<file path="src/rtl/mips32_boot_loader_if.sv">
// Byte-stream receive, memory word-write and core-control signals of the mips32 program loader.
// The master modport is the loader side; the slave modport is the host/core side.
interface mips32_boot_loader_if #(
    parameter int unsigned ADDR_W = 10
);
    logic [7:0]        rx_data;
    logic              rx_valid;
    logic              rx_ready;
    logic              mem_we;
    logic [ADDR_W-1:0] mem_addr;
    logic [31:0]       mem_wdata;
    logic              cpu_halt;
    logic              cpu_pc_load;
    logic [31:0]       cpu_pc;
    logic              done;
    logic              err;

    modport master (
        input  rx_data, rx_valid,
        output rx_ready, mem_we, mem_addr, mem_wdata,
        output cpu_halt, cpu_pc_load, cpu_pc, done, err
    );

    modport slave (
        output rx_data, rx_valid,
        input  rx_ready, mem_we, mem_addr, mem_wdata,
        input  cpu_halt, cpu_pc_load, cpu_pc, done, err
    );
endinterface

</file>
<file path="src/rtl/mips32_boot_loader.sv">
// Framed byte-stream loader: writes big-endian words into core memory, holds the core halted
// while loading, then loads the entry PC and releases the core once the checksum matches.
module mips32_boot_loader #(
    parameter int unsigned ADDR_W = 10,
    parameter logic [7:0]  MAGIC  = 8'hA5
) (
    input  logic                  clk1,
    input  logic                  rst,
    mips32_boot_loader_if.master  bus
);
    localparam int unsigned CNT_W  = 16;
    localparam int unsigned WORD_W = 32;
    localparam int unsigned BUF_W  = 24;

    localparam logic [3:0] S_IDLE    = 4'd0;
    localparam logic [3:0] S_ADDR    = 4'd1;
    localparam logic [3:0] S_CNT     = 4'd2;
    localparam logic [3:0] S_PC      = 4'd3;
    localparam logic [3:0] S_PAYLOAD = 4'd4;
    localparam logic [3:0] S_CSUM    = 4'd5;
    localparam logic [3:0] S_RELEASE = 4'd6;
    localparam logic [3:0] S_DONE    = 4'd7;
    localparam logic [3:0] S_ERROR   = 4'd8;

    logic [3:0]        state_q,   state_nxt;
    logic [1:0]        byte_q,    byte_nxt;
    logic [ADDR_W-1:0] start_q,   start_nxt;
    logic [CNT_W-1:0]  cnt_q,     cnt_nxt;
    logic [CNT_W-1:0]  index_q,   index_nxt;
    logic [WORD_W-1:0] entry_q,   entry_nxt;
    logic [BUF_W-1:0]  buf_q,     buf_nxt;
    logic [7:0]        csum_q,    csum_nxt;
    logic              we_q,      we_nxt;
    logic [ADDR_W-1:0] addr_q,    addr_nxt;
    logic [WORD_W-1:0] wdata_q,   wdata_nxt;
    logic              halt_q,    halt_nxt;
    logic              pcl_q,     pcl_nxt;
    logic [WORD_W-1:0] pc_q,      pc_nxt;
    logic              done_q,    done_nxt;
    logic              err_q,     err_nxt;
    logic              ready_c;
    logic              fire_c;

    // Stall the sender only during the single release cycle.
    assign ready_c = !rst && (state_q != S_RELEASE);
    assign fire_c  = bus.rx_valid && ready_c;

    assign bus.rx_ready    = ready_c;
    assign bus.mem_we      = we_q;
    assign bus.mem_addr    = addr_q;
    assign bus.mem_wdata   = wdata_q;
    assign bus.cpu_halt    = halt_q;
    assign bus.cpu_pc_load = pcl_q;
    assign bus.cpu_pc      = pc_q;
    assign bus.done        = done_q;
    assign bus.err         = err_q;

    always_ff @(posedge clk1 or posedge rst) begin
        if (rst) begin
            state_q <= S_IDLE;
            byte_q  <= '0;
            start_q <= '0;
            cnt_q   <= '0;
            index_q <= '0;
            entry_q <= '0;
            buf_q   <= '0;
            csum_q  <= '0;
            we_q    <= 1'b0;
            addr_q  <= '0;
            wdata_q <= '0;
            halt_q  <= 1'b1;
            pcl_q   <= 1'b0;
            pc_q    <= '0;
            done_q  <= 1'b0;
            err_q   <= 1'b0;
        end else begin
            state_q <= state_nxt;
            byte_q  <= byte_nxt;
            start_q <= start_nxt;
            cnt_q   <= cnt_nxt;
            index_q <= index_nxt;
            entry_q <= entry_nxt;
            buf_q   <= buf_nxt;
            csum_q  <= csum_nxt;
            we_q    <= we_nxt;
            addr_q  <= addr_nxt;
            wdata_q <= wdata_nxt;
            halt_q  <= halt_nxt;
            pcl_q   <= pcl_nxt;
            pc_q    <= pc_nxt;
            done_q  <= done_nxt;
            err_q   <= err_nxt;
        end
    end

    always_comb begin
        state_nxt = state_q;
        byte_nxt  = byte_q;
        start_nxt = start_q;
        cnt_nxt   = cnt_q;
        index_nxt = index_q;
        entry_nxt = entry_q;
        buf_nxt   = buf_q;
        csum_nxt  = csum_q;
        we_nxt    = 1'b0;
        addr_nxt  = addr_q;
        wdata_nxt = wdata_q;
        halt_nxt  = halt_q;
        pcl_nxt   = 1'b0;
        pc_nxt    = pc_q;
        done_nxt  = done_q;
        err_nxt   = err_q;

        case (state_q)
            S_IDLE, S_DONE, S_ERROR: begin
                // Anything other than MAGIC is swallowed while waiting for a frame.
                if (fire_c && (bus.rx_data == MAGIC)) begin
                    state_nxt = S_ADDR;
                    byte_nxt  = 2'd0;
                    csum_nxt  = 8'd0;
                    index_nxt = '0;
                    done_nxt  = 1'b0;
                    err_nxt   = 1'b0;
                    halt_nxt  = 1'b1;
                end
            end
            S_ADDR: begin
                if (fire_c) begin
                    // Shifting through an ADDR_W-wide register drops the unused high bits.
                    start_nxt = ADDR_W'({start_q, bus.rx_data});
                    csum_nxt  = csum_q ^ bus.rx_data;
                    byte_nxt  = byte_q + 2'd1;
                    if (byte_q == 2'd3) begin
                        state_nxt = S_CNT;
                    end
                end
            end
            S_CNT: begin
                if (fire_c) begin
                    cnt_nxt  = {cnt_q[7:0], bus.rx_data};
                    csum_nxt = csum_q ^ bus.rx_data;
                    byte_nxt = byte_q + 2'd1;
                    if (byte_q == 2'd1) begin
                        state_nxt = S_PC;
                        byte_nxt  = 2'd0;
                    end
                end
            end
            S_PC: begin
                if (fire_c) begin
                    entry_nxt = {entry_q[23:0], bus.rx_data};
                    csum_nxt  = csum_q ^ bus.rx_data;
                    byte_nxt  = byte_q + 2'd1;
                    if (byte_q == 2'd3) begin
                        state_nxt = (cnt_q != '0) ? S_PAYLOAD : S_CSUM;
                    end
                end
            end
            S_PAYLOAD: begin
                if (fire_c) begin
                    buf_nxt  = {buf_q[15:0], bus.rx_data};
                    csum_nxt = csum_q ^ bus.rx_data;
                    byte_nxt = byte_q + 2'd1;
                    if (byte_q == 2'd3) begin
                        we_nxt    = 1'b1;
                        addr_nxt  = start_q + ADDR_W'(index_q);
                        wdata_nxt = {buf_q, bus.rx_data};
                        index_nxt = index_q + CNT_W'(1);
                        if (index_q == (cnt_q - CNT_W'(1))) begin
                            state_nxt = S_CSUM;
                        end
                    end
                end
            end
            S_CSUM: begin
                if (fire_c) begin
                    if (bus.rx_data == csum_q) begin
                        state_nxt = S_RELEASE;
                        pcl_nxt   = 1'b1;
                        pc_nxt    = entry_q;
                    end else begin
                        state_nxt = S_ERROR;
                        err_nxt   = 1'b1;
                    end
                end
            end
            S_RELEASE: begin
                state_nxt = S_DONE;
                halt_nxt  = 1'b0;
                done_nxt  = 1'b1;
            end
            default: begin
                state_nxt = S_IDLE;
            end
        endcase
    end
endmodule

</file>
<file path="src/flat_wrapper.sv">
// flat-port wrapper written by rule: the top's interface ports become plain ports
module mips32_boot_loader_flat 
#(
    parameter int unsigned ADDR_W = 10,
    parameter logic [7:0]  MAGIC  = 8'hA5
)
  (clk1, rst, bus_rx_data, bus_rx_valid, bus_rx_ready, bus_mem_we, bus_mem_addr, bus_mem_wdata, bus_cpu_halt, bus_cpu_pc_load, bus_cpu_pc, bus_done, bus_err);
  mips32_boot_loader_if #(.ADDR_W(ADDR_W)) bus_i ();
  input  logic clk1;
  input  logic rst;
  input wire logic [$bits(bus_i.rx_data)-1:0] bus_rx_data;
  input wire logic [$bits(bus_i.rx_valid)-1:0] bus_rx_valid;
  output wire logic [$bits(bus_i.rx_ready)-1:0] bus_rx_ready;
  output wire logic [$bits(bus_i.mem_we)-1:0] bus_mem_we;
  output wire logic [$bits(bus_i.mem_addr)-1:0] bus_mem_addr;
  output wire logic [$bits(bus_i.mem_wdata)-1:0] bus_mem_wdata;
  output wire logic [$bits(bus_i.cpu_halt)-1:0] bus_cpu_halt;
  output wire logic [$bits(bus_i.cpu_pc_load)-1:0] bus_cpu_pc_load;
  output wire logic [$bits(bus_i.cpu_pc)-1:0] bus_cpu_pc;
  output wire logic [$bits(bus_i.done)-1:0] bus_done;
  output wire logic [$bits(bus_i.err)-1:0] bus_err;
  assign bus_i.rx_data = bus_rx_data;
  assign bus_i.rx_valid = bus_rx_valid;
  assign bus_rx_ready = bus_i.rx_ready;
  assign bus_mem_we = bus_i.mem_we;
  assign bus_mem_addr = bus_i.mem_addr;
  assign bus_mem_wdata = bus_i.mem_wdata;
  assign bus_cpu_halt = bus_i.cpu_halt;
  assign bus_cpu_pc_load = bus_i.cpu_pc_load;
  assign bus_cpu_pc = bus_i.cpu_pc;
  assign bus_done = bus_i.done;
  assign bus_err = bus_i.err;
  mips32_boot_loader #(.ADDR_W(ADDR_W), .MAGIC(MAGIC)) u_core (.clk1(clk1), .rst(rst), .bus(bus_i));
endmodule
</file>
<file path="config.mk">
export PLATFORM = sky130hd
export DESIGN_NAME = mips32_boot_loader_flat
export DESIGN_NICKNAME = d
export VERILOG_FILES = /design/src/rtl/mips32_boot_loader_if.sv /design/src/rtl/mips32_boot_loader.sv /design/src/flat_wrapper.sv
export SDC_FILE = /design/constraint.sdc
export NUM_CORES = 1
export LEC_CHECK = 0
export BUFFER_PORTS_ARGS = -buffer_cell sky130_fd_sc_hd__buf_4
export CAP_MARGIN = 20
export CORE_MARGIN = 2
export CORE_UTILIZATION = 53
export CTS_CLUSTER_DIAMETER = 120
export DETAILED_ROUTE_END_ITERATION = 12
export HOLD_SLACK_MARGIN = 0.08
export MAX_ROUTING_LAYER = met4
export PLACE_DENSITY = 0.81
export SLEW_MARGIN = 20
export SYNTH_ARGS = -nofsm -noshare
export SYNTH_HDL_FRONTEND = slang
export SYNTH_SLANG_ARGS = --single-unit
export TNS_END_PERCENT = 20
</file>
<file path="constraint.sdc">
create_clock -name clk1 -period 5.4 [get_ports clk1]
set_input_delay 0 -clock clk1 [delete_from_list [all_inputs] [get_ports clk1]]
set_output_delay 0 -clock clk1 [all_outputs]
set_load 0.005 [all_outputs]
</file>
Word level (Yosys, flattened, before mapping) --
Index checks and enable logic that the tools add are counted.
Storage, ports and cells: register bits 191, latch bits 0, memory bits (writable) 0, bits in read-only memories 0, input bits 11, output and inout bits 80, word-level logic and storage cells 114, memories 0
Operators by class: add/subtract/negate cells 4, multiply operators 0, divide/modulo/power cells 0, order comparisons 0, equal/unequal tests 28, shift operators 0, muxes and demuxes 39, bitwise logic cells 1, reduce and logical (&&, ||, !) cells 26
Operators by type and width (count):
- 2-to-1 mux 16 bit | 3
- 2-to-1 mux 4 bit | 12
- case mux 16 bit (2 select lines) | 1
- case mux 4 bit (7 select lines) | 1
- inequality test 2 x 1 -> 1 bit (second input constant) | 13
- adder 16 x 1 -> 16 bit (second input constant) | 1
- equality test 16 bit | 1
- equality test 4 x 3 -> 1 bit (second input constant) | 4
- 2-to-1 mux 8 bit | 2
- case mux 8 bit (2 select lines) | 1
- nonzero test 16 bit | 1
- subtractor 16 x 1 -> 16 bit (second input constant) | 1
- AND reduction 4 bit | 3
- 2-to-1 mux 1 bit | 11
- AND reduction 11 bit | 1
- adder 10 bit | 1
- AND reduction 2 bit | 5
- AND reduction 3 bit | 3
- equality test 4 x 2 -> 1 bit (second input constant) | 2
- equality test 8 bit | 1
- equality test 8 bit (second input constant) | 1
- 2-to-1 mux 2 bit | 4
- nonzero test 2 bit | 4
- XOR 8 bit | 1
- other kinds (15) | 20

Logic depth before layout (Yosys ltp) --
Gate-level depths: netlist of run 1.
depth in word-level cells 6, gate-level depth with buffers 12, depth with buffers taken out 10

Worst setup path before layout of run 1 --
OpenSTA, ideal clock, no wires.
path type reg2reg, start register u_core.cnt_q[0], end register u_core.state_q[0], setup time 65 ps, arrival 2586 ps, required time 5335 ps, setup slack 2749 ps, cell stages (with the launch flop) 11, path buffers 1, period minus slack after synthesis 2651 ps, cells stage by stage dfrtp_1 > inv_1 > ha_1 > buf_2 > or4b_1 > nor4_4 > xnor2_1 > a211o_1 > a2111o_1 > a2111oi_0 > or2_1
On the way: word-level cells in the longest chain between the ends 5, elaborated cells on any way between the ends 9, those cells by class add/sub (1); eq/ne (2); mux (4); reduce/logical (2)
Ends and longest elaborated chain:
- start, declared | RTL line mips32_boot_loader.sv:28 | logic [CNT_W-1:0] cnt_q, cnt_nxt;
- start signal, assigned | RTL line mips32_boot_loader.sv:80 | cnt_q <= cnt_nxt;
- branches (longest 5 deep; another with subtractor 16 x 1 -> 16 bit)
- end signal, assigned | RTL line mips32_boot_loader.sv:77 | state_q <= state_nxt;
- end, declared | RTL line mips32_boot_loader.sv:25 | logic [3:0] state_q, state_nxt;
Parallel ways; which one is timed is not known. The select of a mux whose other input is x is not followed. A chain may end at the register's enable or synchronous reset.

Worst setup path after layout of run 1 --
start register u_core.state_q[2], end register u_core.index_q[13]
On the way: word-level cells in the longest chain between the ends 6, elaborated cells on any way between the ends 15, those cells by class eq/ne (7); mux (1); reduce/logical (7)
Ends and longest elaborated chain:
- inequality test 4 x 3 -> 1 bit | RTL line mips32_boot_loader.sv:45 | assign ready_c = !rst && (state_q != S_RELEASE);
- logical AND 1 bit | RTL line mips32_boot_loader.sv:45
- logical AND 1 bit | RTL line mips32_boot_loader.sv:46 | assign fire_c = bus.rx_valid && ready_c;
- logical AND 1 bit | RTL line mips32_boot_loader.sv:117 | if (fire_c && (bus.rx_data == MAGIC)) begin
- inequality test 2 x 1 -> 1 bit (no line)
- AND reduction 4 bit (no line)
- end signal, assigned | RTL line mips32_boot_loader.sv:81 | index_q <= index_nxt;
- end, declared | RTL line mips32_boot_loader.sv:29 | logic [CNT_W-1:0] index_q, index_nxt;
Parallel ways exist; a longest one is shown, timed or not.

==> impl_metrics.csv, run 1 <==
group,metric,value,unit
power_and_ir_drop,seq_power_share,45.9,%
sta,layout_min_cycle_time,3.55,ns
synth,yosysTopAreaCellShare,53.6,%
route,wl_met3,901,um
sta,setup_viol_count_final,0,
global_routing,grt_first_pass_wirelength,32000,um
route,m1WireLength,8770,um
global_routing,grt_max_degree,152,
setup_path,arrival,3.85,ns
route,highest-signal-layer,"met4",
clocking,tritoncts,"done",
setup_path,crit_required,5.69,ns
floorplan,die_h,133,um
floorplan,start_util,53.9,%
route,vias_per_cell,5.65,
synth,yosys_warnings,0,
synth,ys_types,72,
synth,ys_seq_elements,191,
clocking,cts_made_buffers,17,
placed_design,io_buffers,90,
placed_design,placed_cells,1092,
floorplan,ios,91,
sta,rsz0062_at_grt,"no",
outcome,outcome,"complete, no violations",
clocking,clk_latency,0.44,ns
placed_design,gp_congestion,0.857,
clocking,cts_sinks,191,
placed_design,place_area,0.00969,mm2
min_path,hold_path_class,"in2async",
synth,synth_nets,849,
setup_path,worstSetupPathType,"reg2reg",
setup_path,path_cells,"nor2b_1 -> and3_1 -> nand2_1 -> buf_4 -> inv_1 -> nor2_1 -> nor4_2 -> nand3_1 -> xor2_1 -> nor2_1",
clocking,cts_root_buf,"clkbuf_16",
synth,ys.flop_type,"dfrtp_1",
synth,syn_area,0.00888,mm2
placed_design,dp_hpwl,12600,um
synth,synth_area_leaders,"dfrtp_1 (54%), mux2_2 (11%), nand2_1 (7.9%)",
power_and_ir_drop,vdd_drop_max,272,uV
clocking,clkTransAtPathRegs,0.07,ns
floorplan,die_w,133,um
sta,worstMarginPinSlew,0.966,ns
setup_path,crit_path_end_kind,"flip-flop",
route,wl_met2,9020,um
cells_and_area,drive_gt1_share,24.9,%
power_and_ir_drop,internal_power,2.88,mW
sta,slew_violations,0,
setup_path,critical_path.max_fanout,53,
synth,syn_inst,823,
floorplan,core.rowCount,47,
power_and_ir_drop,p_leak,5.14,nW
power_and_ir_drop,p_per_area,407,mW/mm2
synth,ys_seq_area_share,53.8,%
floorplan,fp.dieArea,0.0178,mm2
sta,timing.fmax,281,MHz
synth,synthArstFlopShare,100,%
setup_path,crit_slowest_cell,"and3_1",
route,drt-wirelength-per-cell,16.9,um
route,final_antenna_net_count,0,
route,dr.pass1.iters,4,
power_and_ir_drop,total_power,4.23,mW
global_routing,first_global_vias,6244,
global_routing,grt_util_all_layers,23.3,%
sta,setup_tns,0,ns
cells_and_area,antennaDiodeCount,0,
setup_path,slowest_delay,0.80,ns
sta,hold_violations,0,
route,vias,6398,
power_and_ir_drop,clkPwrFrac,30.7,%
power_and_ir_drop,combPwrFrac,23.5,%
sta,slew-limit-headroom,35.6,%
sta,fin_crit_sh,65.8,%
clocking,cts_resized,0,
synth,syn_avg_cell_area,10.8,um2
sta,finClkSkew,0.00763,ns
global_routing,overflow,0,
route,wl,19200,um
setup_path,critPathLaunchType,"flip-flop",
route,dr.first_iter.drc_count,592,
cells_and_area,layout.nets,926,
synth,synth_edf_count,0,
power_and_ir_drop,swShare,32.0,%
setup_path,cp_common_cell,"nor2_1",
clocking,htree_num_levels,4,
cells_and_area,area_growth,17.0,%
power_and_ir_drop,p_switching,1.35,mW
global_routing,antenna_found_initial,0,
route,drcViolationCount,0,
run,max_cap_viol_count,0,
cells_and_area,nFillCells,1299,
floorplan,core,0.0165,mm2
synth,synth_area_leader_cell,"dfrtp_1",
cells_and_area,fin_cells,1133,
clocking,cts_buffer_depth,2,
cells_and_area,final_area,0.0104,mm2
## cells in the mapped netlist (8+ instances only)
cell type and instances:
a21oi_1 14, a221o_1 8, clkbuf_1 28, dfrtp_1 190, ha_1 14, inv_1 20
mux2_1 12, mux2_2 84, nand2_1 188, nand3_1 11, nor2_1 36, nor2b_1 13
nor3_1 11, nor3b_1 9, o21ai_0 27, xnor2_1 15, xor2_1 26
## state kept, by name, indices dropped and copies added (netlist names), 2 cells and up
register,count
u_core.bus.mem_wdata,32
u_core.state_q,4
u_core.buf_q,24
u_core.index_q,16
u_core.entry_q,32
u_core.csum_q,8
u_core.byte_q,2
u_core.start_q,10
u_core.bus.mem_addr,10
u_core.bus.cpu_pc,32
u_core.cnt_q,16
## critical path: cells and delay by family (launching register included)
family,cells,cell delay (ns)
buf+inv,2,0.48
simple gates,7,1.98
flops,1,0.77
xor+xnor,1,0.15
## layer usage
layer / vias to the layer above / track usage [%]
li1: 2984 / -
met1: 3175 / 32.2
met2: 200 / 34.9
met3: 39 / 3.84
met4: 0 / 9.46
met5: - / -
## per-stage QoR
step | util (%) | hold WS, ns | setup WS [ns]
5_1_grt | 63.1 | 0.349 | 1.53
2_1_floorplan | - | 0.0311 | 0.203
3_3_place_gp | 58.8 | 0.315 | 2.02
3_5_place_dp | 58.8 | 0.317 | 1.95
6_report | 63.1 | 0.261 | 1.85
4_1_cts | 63.1 | 0.313 | 1.91
## final timing paths
path | startpoint | to | slack (ns) | depth (start not counted)
max | u_core.state_q[2] | u_core.index_q[13] | 1.85 | 10
min | rst | u_core.state_q[1] | 0.26 | 3
max reg2reg | u_core.state_q[2] | u_core.index_q[13] | 1.85 | 10
min in group clk1 | bus_rx_valid | u_core.byte_q[0] | 0.33 | 4
max in group asynchronous | rst | u_core.start_q[5] | 4.11 | 4
min reg2reg | u_core.buf_q[22] | u_core.bus.mem_wdata[30] | 0.48 | 2
## kinds of logic (layout without fill, tap and decap cells)
kind of cell    count (synthesis)  in the layout  share of synthesized area (%)
simple gates                  315            315                           16.6
flops                         191            191                           53.8
compound gates                 98             98                           7.92
mux                            97             97                           12.3
buf+inv                        66            156                           3.11
xor+xnor                       41             41                           4.04
fa+ha+maj                      15             15                           2.20
## layout by cell type (no fill, tap or decap), drive strengths merged, types with 6 or more instances in the layout
cell and count:
nor3b 9, mux2 96, a21oi 14, clkbuf 20
nand3 11, xor2 26, dfrtp 190, a221o 8
inv 24, nand2b 6, nor2 36, o21ai 28
a211oi 6, dlygate4sd3 9, nor4 8, clkinv 6
nand2 188, nor2b 13, or3 6, buf 95
nor3 11, ha 14, xnor2 15
## layout make-up
class                   instances  area, um2  area share [%]
inverters                      20       87.6           0.843
clock inverters                12        150            1.45
flip-flops and latches        191       4780            46.0
clock buffers                  20        457            4.40
multi-input cells             566       3840            36.9
well taps                     220        275            2.65
repair buffers                104        803            7.73
## what timing repair did
action,in CTS,in global routing
endpoints found under the hold margin,197,0
setup endpoints to repair,0,0
hold buffers,9,0
buffers inserted,0,0
## power by group through the flow
| stage | Combinational, mW | Clock [mW] | Sequential [mW] |
|---|---|---|---|
| 6_report | 0.993 | 1.30 | 1.94 |
| 5_1_grt | 1.11 | 1.36 | 1.98 |
| 4_1_cts | 0.993 | 1.31 | 1.93 |
| 3_5_place_dp | 0.976 | 0 | 1.96 |
| 3_3_place_gp | 0.951 | 0 | 1.94 |
| 2_1_floorplan | 0.878 | 0 | 1.82 |
Note: power is estimated with default switching activity, not from simulation.
==> run 2: changes to the inputs <==
- clock period: 5.4 -> 3.2 ns (I/O delays scaled with it)
==> run 2 against run 1 <==
- sequential share of layout area is 0.39 points lower
- sequential power is 64% higher
- first-iteration DRC count is 14% lower
- critical path depth is 1 lower
- register-to-register slack worse by 1.6 ns
- non-clock buffer count is 11 higher
- worst hold slack better by 0.0081 ns
- clock skew is 0.0011 ns higher
- flip-flop and latch count stayed put
- count of clock-buffer cells in the layout is 3 lower
- setup slack worse by 1.6 ns
- total power is 69% higher
- critical path type unchanged
- critical endpoint is now u_core.state_q[0]
- largest cell class unchanged
- highest routed layer unchanged
==> impl_metrics.csv, run 2 (same netlist as run 1, synthesis figures left out) <==
group,metric,value,unit
cells_and_area,layout.nets,937,
sta,slew-limit-headroom,44.0,%
route,drcViolationCount,0,
setup_path,slowest_delay,0.54,ns
clocking,cts_buffer_depth,2,
cells_and_area,antennaDiodeCount,0,
placed_design,io_buffers,90,
route,wl,19600,um
route,final_antenna_net_count,0,
floorplan,die_h,133,um
power_and_ir_drop,p_leak,5.18,nW
sta,timing.fmax,335,MHz
min_path,hold_path_class,"in2async",
global_routing,grt_first_pass_wirelength,32900,um
setup_path,worstSetupPathType,"reg2reg",
sta,setup_viol_count_final,0,
power_and_ir_drop,p_per_area,682,mW/mm2
setup_path,arrival,3.35,ns
sta,worstMarginPinSlew,0.838,ns
global_routing,first_global_vias,6215,
floorplan,core,0.0165,mm2
setup_path,reg2regPathDepth,9,
floorplan,start_util,53.9,%
setup_path,crit_required,3.57,ns
route,drt-wirelength-per-cell,17.2,um
cells_and_area,fin_util,63.6,%
global_routing,overflow,0,
global_routing,grt_max_degree,97,
setup_path,crit_path_end_kind,"flip-flop",
clocking,clkTransAtPathRegs,0.07,ns
outcome,outcome,"complete, no violations",
setup_path,critical_path.max_fanout,9,
clocking,tritoncts,"done",
setup_path,path_cells,"inv_1 -> ha_1 -> or4b_1 -> nor4_4 -> xnor2_1 -> a211o_1 -> a2111o_1 -> a2111oi_0 -> or2_1",
cells_and_area,area_growth,18.0,%
global_routing,grt_util_all_layers,24.1,%
setup_path,crit_slowest_cell,"or4b_1",
sta,finClkSkew,0.00869,ns
setup_path,cp_num_cells,9,
setup_path,critPathLaunchType,"flip-flop",
sta,slew_violations,0,
clocking,clk_latency,0.43,ns
clocking,cts_root_buf,"clkbuf_16",
cells_and_area,final_common_cell,"dfrtp_1",
placed_design,gp_congestion,0.927,
global_routing,antenna_found_initial,0,
route,dr.pass1.iters,5,
route,vias_per_cell,5.55,
sta,rsz0062_at_grt,"no",
clocking,cts_sinks,191,
setup_path,critPathBufInv,1,
clocking,cts_made_buffers,17,
sta,setup_tns,0,ns
floorplan,ios,91,
floorplan,core.rowCount,47,
setup_path,critPathTopFamily,"compound AO/OA/AOI/OAI gates",
sta,layout_min_cycle_time,2.98,ns
sta,fin_crit_sh,93.1,%
power_and_ir_drop,vdd_drop_max,400,uV
cells_and_area,drive_gt1_share,25.9,%
route,vias,6348,
setup_path,reg2reg_slack,0.22,ns
run,max_cap_viol_count,0,
sta,hold_violations,0,
route,dr.first_iter.drc_count,510,
cells_and_area,final_cell_mix,"dfrtp_1 (190), nand2_1 (188), buf_4 (104)",
floorplan,die_w,133,um
floorplan,fp.dieArea,0.0178,mm2
placed_design,dp_hpwl,13000,um
clocking,htree_num_levels,4,
## run 2: through the flow
stage | area, um2 | std cells | setup slack [ns] | hold WS [ns] | power (mW)
floorplan | 8880 | 823 | 0.549 | 0.0311 | 4.56
global placement | 9790 | 1103 | 0.333 | 0.162 | 4.98
detailed placement | 9790 | 1103 | 0.258 | 0.182 | 5.02
CTS | 10500 | 1144 | 0.230 | 0.267 | 7.17
global route | 10500 | 1144 | 0.0431 | 0.309 | 7.57
finish | 10500 | 1144 | 0.219 | 0.269 | 7.15
## run 2: per-layer routing
layer	vias to the layer above	wire, um	track usage [%]	part of all wire (%)
met5	-	0	-	0
met4	0	357	7.57	1.8
met3	24	610	4.03	3.1
met2	132	9340	35.7	48
met1	3189	9320	34.4	47
li1	3003	-	-	-
## run 2: power breakdown
part | switching [mW] | internal [mW]
logic | 0.934 | 0.894
registers | 0.400 | 2.79
clock network | 1.01 | 1.11
total | 2.35 | 4.80
## run 2: area by class of cell
| cell class | instances | area [um2] |
|---|---|---|
| Sequential cell | 191 | 4780 |
| Tap cell | 220 | 275 |
| Fill cell | 1307 | 5990 |
| Multi-Input combinational cell | 566 | 3840 |
| Timing Repair Buffer | 115 | 911 |
| Clock inverter | 15 | 171 |
| Inverter | 20 | 78.8 |
| Clock buffer | 17 | 425 |
## run 2: worst reg2reg max path, stage by stage, from the launching register on
cell and delay, ns:
dfrtp_1 0.43, inv_1 0.13, ha_1 0.36, or4b_1 0.54, nor4_4 0.20, xnor2_1 0.11
a211o_1 0.28, a2111o_1 0.34, a2111oi_0 0.39, or2_1 0.16
## run 2: final timing paths
path,startpoint,to
max in group asynchronous,rst,u_core.buf_q[21]
setup reg to reg,u_core.cnt_q[0],u_core.state_q[0]
setup / recovery,u_core.cnt_q[0],u_core.state_q[0]
hold / removal,rst,u_core.index_q[15]
hold reg to reg,u_core.buf_q[21],u_core.bus.mem_wdata[29]
min in group clk1,bus_rx_valid,u_core.index_q[3]
## run 2: what timing repair did
item,in CTS,in global routing
setup buffers,0,0
hold buffers,9,0
setup endpoints to repair,0,0
endpoints found under the hold margin,76,0
gates resized for setup,0,0
==> run 3: changes to the inputs <==
- PLACE_DENSITY: 0.81 -> not set
- PLACE_DENSITY_LB_ADDON: not set -> 0.1
==> run 3 against run 2 <==
- global-route usage increased by 0.38 points
- largest power group unchanged
- first-iteration DRC count decreased by 24%
- sequential share of layout area about the same
- final cell count increased by 0.26%
- clock power decreased by 4%
- flip-flop and latch count unchanged
- count of clock-buffer cells in the layout increased by 1
- clock skew about the same
==> impl_metrics.csv, run 3 (same netlist as run 1, synthesis figures left out) <==
group,metric,value,unit
outcome,outcome,"complete, no violations",
route,wl_met2,10300,um
floorplan,die_w,133,um
clocking,cts_made_buffers,17,
clocking,htree_num_levels,4,
setup_path,critPathTopFamily,"simple AND/OR/NAND/NOR gates",
clocking,cts_root_buf,"clkbuf_16",
global_routing,grt_max_degree,61,
setup_path,worstSetupPathType,"reg2reg",
sta,hold_violations,0,
global_routing,grt_first_pass_wirelength,33300,um
sta,rsz0062_at_grt,"no",
route,vias_per_cell,5.54,
route,dr.pass1.iters,6,
clocking,tritoncts,"done",
sta,slew-limit-headroom,41.0,%
cells_and_area,drive_gt1_share,26.1,%
clocking,postCtsSetupBuffers,0,
run,max_cap_viol_count,0,
floorplan,die_h,133,um
setup_path,critical_path.max_fanout,9,
power_and_ir_drop,p_leak,5.18,nW
placed_design,io_buffers,90,
min_path,hold_path_class,"in2async",
route,highest-signal-layer,"met4",
sta,finClkSkew,0.00917,ns
route,vias,6360,
setup_path,slowest_delay,0.54,ns
sta,layout_min_cycle_time,2.82,ns
sta,worstMarginPinSlew,0.883,ns
floorplan,ios,91,
route,final_antenna_net_count,0,
route,m1WireLength,8640,um
power_and_ir_drop,p_per_area,678,mW/mm2
floorplan,core.rowCount,47,
cells_and_area,final_cell_mix,"dfrtp_1 (190), nand2_1 (188), buf_4 (107)",
global_routing,antenna_found_initial,0,
route,wl,19900,um
global_routing,grt_util_all_layers,24.5,%
floorplan,core,0.0165,mm2
global_routing,overflow,0,
route,wl_met3,591,um
sta,slew_violations,0,
global_routing,first_global_vias,6534,
route,drt-wirelength-per-cell,17.4,um
cells_and_area,final_area,0.0105,mm2
clocking,cts_sinks,191,
setup_path,crit_slowest_cell,"or4b_1",
setup_path,critPathBufInv,1,
sta,setup_tns,0,ns
floorplan,fp.dieArea,0.0178,mm2
placed_design,gp_congestion,0.857,
sta,fin_crit_sh,88.2,%
setup_path,crit_required,3.58,ns
placed_design,place_area,0.00981,mm2
sta,setup_viol_count_final,0,
clocking,clkTransAtPathRegs,0.07,ns
setup_path,path_cells,"inv_1 -> ha_2 -> or4b_1 -> nor3_1 -> mux2i_1 -> o221ai_1 -> a2111o_1 -> a2111oi_0 -> or2_1",
setup_path,critPathLaunchType,"flip-flop",
power_and_ir_drop,vdd_drop_max,450,uV
route,drcViolationCount,0,
clocking,clk_latency,0.44,ns
setup_path,crit_path_end_kind,"flip-flop",
cells_and_area,antennaDiodeCount,0,
placed_design,dp_hpwl,13700,um
cells_and_area,area_growth,18.0,%
cells_and_area,layout.nets,940,
clocking,cts_buffer_depth,2,
route,dr.first_iter.drc_count,386,
cells_and_area,final_common_cell,"dfrtp_1",
floorplan,start_util,53.9,%
sta,timing.fmax,354,MHz
setup_path,arrival,3.20,ns
[run 3: worst paths after layout]
check,start,to,slack [ns],cells after the start
max in group asynchronous,rst,u_core.entry_q[3],1.92,4
worst min register to register,u_core.buf_q[17],u_core.bus.mem_wdata[25],0.47,2
worst max-delay path,u_core.cnt_q[0],u_core.state_q[0],0.38,9
worst max register to register,u_core.cnt_q[0],u_core.state_q[0],0.38,9
worst min-delay path,rst,u_core.bus.err,0.31,3
min in group clk1,bus_rx_valid,u_core.byte_q[0],0.35,4
[run 3: layout make-up]
class / instances / area [um2]
multi-input cells: 566 / 3840
repair buffers: 118 / 933
fillers: 1338 / 5990
flip-flops and latches: 191 / 4780
well taps: 220 / 275
inverters: 20 / 78.8
clock inverters: 14 / 141
clock buffers: 18 / 429
[run 3: repair_timing]
item                                    4_1_cts  5_1_grt
resized for setup                             0        1
endpoints found under the setup margin        0        1
endpoints found under the hold margin        84        0
hold buffers                                  9        0
[run 3: worst register-to-register path: cells and delay by family, from the launching register on]
family                   cells  cell delay (ns)
adder cells (fa/ha/maj)      1             0.30
buffers and inverters        1             0.12
multiplexers                 1             0.23
flip-flops                   1             0.41
AO/OA/AOI/OAI                3             0.79
AND/OR/NAND/NOR              3             0.91
[run 3: stage by stage]
stage	hold WS [ns]	power [mW]	util, %	setup WS [ns]	cells
finish	0.312	7.11	63.6	0.378	1147
floorplan	0.0311	4.56	-	0.549	823
CTS	0.328	7.17	63.6	0.266	1147
global route	0.356	7.52	63.6	0.0564	1147
detailed placement	0.236	5.09	59.6	0.272	1106
global placement	0.226	5.00	59.6	0.330	1106
[run 3: metal layers]
| layer | vias up | GRT usage [%] |
|---|---|---|
| met1 | 3229 | 30.0 |
| met3 | 22 | 5.10 |
| met2 | 98 | 41.4 |
| li1 | 3011 | - |
| met5 | - | - |
| met4 | 0 | 7.27 |
[run 3: report_power, final]
part,switching (mW),total [mW],internal (mW)
Combinational,0.971,1.89,0.916
Clock,1.01,2.05,1.04
Sequential,0.380,3.17,2.79
Total,2.36,7.11,4.75
